File: src/rtl/count_uart_tx.sv
// Snapshots a 32-bit count and sends it as four 8N1 UART bytes, MSB byte first.
// An optional one-cycle clear pulse can be sent back to the counter on capture.
module count_uart_tx #(
    parameter int CLKS_PER_BIT     = 868,
    parameter bit CLEAR_ON_CAPTURE = 1'b0
) (
    input  logic        clock,
    input  logic        i_reset,
    input  logic [31:0] i_count,
    input  logic        i_start,
    output logic        o_tx,
    output logic        o_busy,
    output logic        o_done,
    output logic        o_comp_reset
);
    typedef enum logic [1:0] {IDLE, START, DATA, STOP} state_t;

    localparam logic [15:0] BAUD_LAST = 16'(CLKS_PER_BIT - 1);

    state_t      state;
    logic [15:0] baud;
    logic [2:0]  bit_idx;
    logic [1:0]  byte_idx;
    logic [7:0]  shift;
    logic [31:0] snapshot;

    logic bit_end;
    assign bit_end = (baud == BAUD_LAST);

    always_ff @(posedge clock) begin
        if (!i_reset) begin
            state        <= IDLE;
            baud         <= '0;
            bit_idx      <= '0;
            byte_idx     <= '0;
            shift        <= '0;
            snapshot     <= '0;
            o_tx         <= 1'b1;
            o_busy       <= 1'b0;
            o_done       <= 1'b0;
            o_comp_reset <= 1'b0;
        end else begin
            o_done       <= 1'b0;
            o_comp_reset <= 1'b0;
            case (state)
                IDLE: begin
                    o_tx <= 1'b1;
                    if (i_start) begin
                        snapshot     <= i_count;
                        byte_idx     <= '0;
                        baud         <= '0;
                        state        <= START;
                        o_busy       <= 1'b1;
                        o_tx         <= 1'b0;
                        o_comp_reset <= CLEAR_ON_CAPTURE;
                    end
                end
                START: begin
                    if (bit_end) begin
                        // Snapshot shifts up a byte per load so the top byte is always next.
                        baud     <= '0;
                        shift    <= snapshot[31:24];
                        snapshot <= {snapshot[23:0], 8'h00};
                        o_tx     <= snapshot[24];
                        bit_idx  <= '0;
                        state    <= DATA;
                    end else begin
                        baud <= baud + 16'd1;
                    end
                end
                DATA: begin
                    if (bit_end) begin
                        baud <= '0;
                        if (bit_idx == 3'd7) begin
                            state <= STOP;
                            o_tx  <= 1'b1;
                        end else begin
                            bit_idx <= bit_idx + 3'd1;
                            shift   <= {1'b0, shift[7:1]};
                            o_tx    <= shift[1];
                        end
                    end else begin
                        baud <= baud + 16'd1;
                    end
                end
                STOP: begin
                    if (bit_end) begin
                        baud <= '0;
                        if (byte_idx == 2'd3) begin
                            state  <= IDLE;
                            o_busy <= 1'b0;
                            o_done <= 1'b1;
                            o_tx   <= 1'b1;
                        end else begin
                            byte_idx <= byte_idx + 2'd1;
                            state    <= START;
                            o_tx     <= 1'b0;
                        end
                    end else begin
                        baud <= baud + 16'd1;
                    end
                end
                default: state <= IDLE;
            endcase
        end
    end
endmodule

File: config.mk
export PLATFORM = sky130hd
export DESIGN_NAME = count_uart_tx
export DESIGN_NICKNAME = d
export VERILOG_FILES = /design/src/rtl/count_uart_tx.sv
export SDC_FILE = /design/constraint.sdc
export NUM_CORES = 1
export LEC_CHECK = 0
export CAP_MARGIN = 20
export CORE_MARGIN = 4
export CORE_UTILIZATION = 35
export DETAILED_ROUTE_END_ITERATION = 6
export PLACE_DENSITY = 0.54
export SKIP_LAST_GASP = 1
export SLEW_MARGIN = 20
export SYNTH_ARGS = -nofsm -noshare
export SYNTH_HDL_FRONTEND = slang
export SYNTH_SLANG_ARGS = --single-unit
File: constraint.sdc
create_clock -name clock -period 2.2 [get_ports clock]
set_clock_uncertainty 0.2 [all_clocks]
set_input_delay 0.44 -clock clock [delete_from_list [all_inputs] [get_ports clock]]
set_output_delay 0.44 -clock clock [all_outputs]
set_load 0.1 [all_outputs]
==> out/results.ini <==
[power_and_ir_drop]
p_sw_uw=1550
p_leak_uw=0.00142
p_sw_share_pct=36.6
power.share.clock_pct=24.6
seq_power_share_pct=36.6
power.internal_uw=2690
ir_worst_vdd_mv=0.339
power_frac_comb_pct=38.8
powerDensity_nw_per_um2=1040

[global_route]
grt_max_degree=40
grt_pass1_vias=2728
grt-ovfl-total=0
grt_pass1_wl_mm=13.8
antenna_found_initial=0
grt_usage_pct=16.5

[route]
wl_per_cell_microns=16.4
vias=2931
first_iter_violations=149
first_pass_iters=5
ant_nets=0
drc=0
vias_per_cell=5.67
detail_route.wirelength_mm=8.49

[yosys]
ys_top_cells_by_area=dfxtp_1 (41%), o221a_2 (8.9%), o21a_1 (5.9%)
syn_nets=394
yosys.cell_types.count=46
async_flop_share_pct=0
synth_top_area_cell=dfxtp_1
synth_most_common_cell=dfxtp_1
synth_seq_cells=65
syn-cell-area_sq_um=3180
synthFlopType=dfxtp_1
syn_avg_cell_area_sq_um=9.08
synth_top_area_share_pct=40.9
yosysSeqAreaShare_pct=40.9
syn_inst=350
ys_warn_count=0
synth_edf_count=0
synth_common_cells=dfxtp_1 (65), nand2_1 (26), a21oi_1 (25), o21a_1 (25), o221a_2 (25)

[timing]
fin_crit_ns=2.12
rsz0062_at_grt=false
setup_viol=0
layout_worst_path_cycle_share_pct=96.3
max_freq_ghz=0.472
finalMaxSlewViolations=0
final-hold-violation-count=0

[cells_and_area]
area_delta_synth_final_pct=27.7
layout-drive-gt1-share_pct=21.8
final_core_util_pct=46.3
nNetsFinal=448
final_cells=517
antenna_cells=0

[place]
gp_congestion=0.844
dpl.cell_count=500
numPortBuffers=37
hpwl_mm=5.91

[clock_tree]
clockBufferDepth=2
hold_buffers=0
insertion_delay_ns=0.34
root_buffer=clkbuf_8
htreeDepth=3
cts_tree=yes
path_clk_slew_ns=0.08
cts_made_buffers=9
clkSinkCount=65

[worst_setup_path]
path_class=reg -> reg
worstPathMaxFanout=24
r2r_cells=6
crit_arrival_ns=2.15
critPathRequiredTime_ns=2.23
cp-end-kind=flop
cp-start-kind=flop

[die]
dieWidth_microns=103
rows=34
initial_utilization_pct=36.3
fp.dieH_microns=103
design.core.area_sq_um=8760
ios=39
die_area_sq_um=10700

[flow_run]
cap_violations=0

[run_status]
status=complete, no violations

[worst_hold_path]
hp-class=reg -> reg
holdPathStages=2

## cells in the final DEF, fill, tap and decap left out, types with 3 or more instances in the layout
| master | count |
|---|---|
| o21a_1 | 25 |
| clkbuf_8 | 9 |
| inv_1 | 11 |
| nor2b_1 | 5 |
| nor2_1 | 7 |
| buf_4 | 33 |
| nand3_1 | 18 |
| nand2_1 | 26 |
| dfxtp_1 | 65 |
| a21oi_1 | 25 |
| o211ai_1 | 10 |
| ha_1 | 9 |
| or3_1 | 3 |
| o311ai_0 | 5 |
| o221ai_1 | 3 |
| mux2_2 | 6 |
| nor3_1 | 6 |
| o21ai_0 | 17 |
| nand4_1 | 12 |
| o31ai_1 | 4 |
| or4_1 | 5 |
| a41oi_1 | 7 |
| clkdlybuf4s50_1 | 34 |
| o221a_2 | 25 |
| nor4_1 | 3 |
| buf_12 | 4 |
## power groups by stage
stage               Sequential, uW  Combinational (uW)  Clock (uW)
finish                        1550                1640        1040
global placement              1570                1620           0
global route                  1580                1800        1110
detailed placement            1570                1640           0
CTS                           1550                1650        1070
floorplan                     1640                 974           0
## state kept, by name (all words and copies together), names as in the netlist
signal    flops
o_busy        1
byte_idx      2
bit_idx       3
o_done        1
shift         7
state         2
baud         16
o_tx          1
snapshot     32
## worst max-delay path: stages, from the launching register on
cell     delay, ns
dfxtp_1       0.35
ha_1          0.20
nor3b_1       0.27
and4_1        0.36
nand3_1       0.16
buf_12        0.19
o221a_2       0.26
## area by class of cell
type | instances | area [sq um]
Tap cell | 108 | 135
Clock buffer | 9 | 124
Clock inverter | 7 | 76.3
Timing Repair Buffer | 71 | 668
Multi-Input combinational cell | 245 | 1710
Fill cell | 860 | 4700
Inverter | 12 | 45.0
Sequential cell | 65 | 1300
## through the flow
stage	hold WS [ns]	instance area (sq um)	worst slack, ns	total power [uW]	TNS (ns)
floorplan	0.246	3180	0.141	2610	0
global placement	0.255	3850	-0.0700	3200	-0.422
detailed placement	0.264	3850	-0.0589	3210	-0.131
CTS	0.276	4050	0.0742	4260	0
global route	0.309	4060	0.0132	4480	0
finish	0.278	4060	0.0813	4240	0
## layer usage
layer	global-route usage [%]	part of all wire, %	vias up
met3	3.42	5.2	8
met4	5.68	0.95	0
met2	23.5	42	81
li1	-	-	1467
met5	0	0	-
met1	24.7	52	1375
## what timing repair did
action                     in CTS  in global routing
gates resized for setup         0                  0
setup endpoints to repair       0                 46
buffers inserted                0                  1
## cells by family (layout without fill, tap and decap cells)
kind of cell | count (synthesis) | count (layout) | synth area share (%)
compound gates | 130 | 130 | 30.9
simple gates | 96 | 96 | 16.3
flops | 65 | 65 | 40.9
buf+inv | 40 | 99 | 5.23
fa+ha+maj | 9 | 9 | 3.54
mux | 7 | 7 | 2.44
xor+xnor | 2 | 2 | 0.551
other cells | 1 | 1 | 0.118
## worst paths after layout
kind / slack [ns] / startpoint / endpoint
worst min register to register: 0.28 / shift[3] / shift[3]
worst max register to register: 0.08 / baud[0] / snapshot[8]
worst min-delay path: 0.28 / shift[3] / shift[3]
worst max-delay path: 0.08 / baud[0] / snapshot[8]
(Power assumes the default switching activity.)
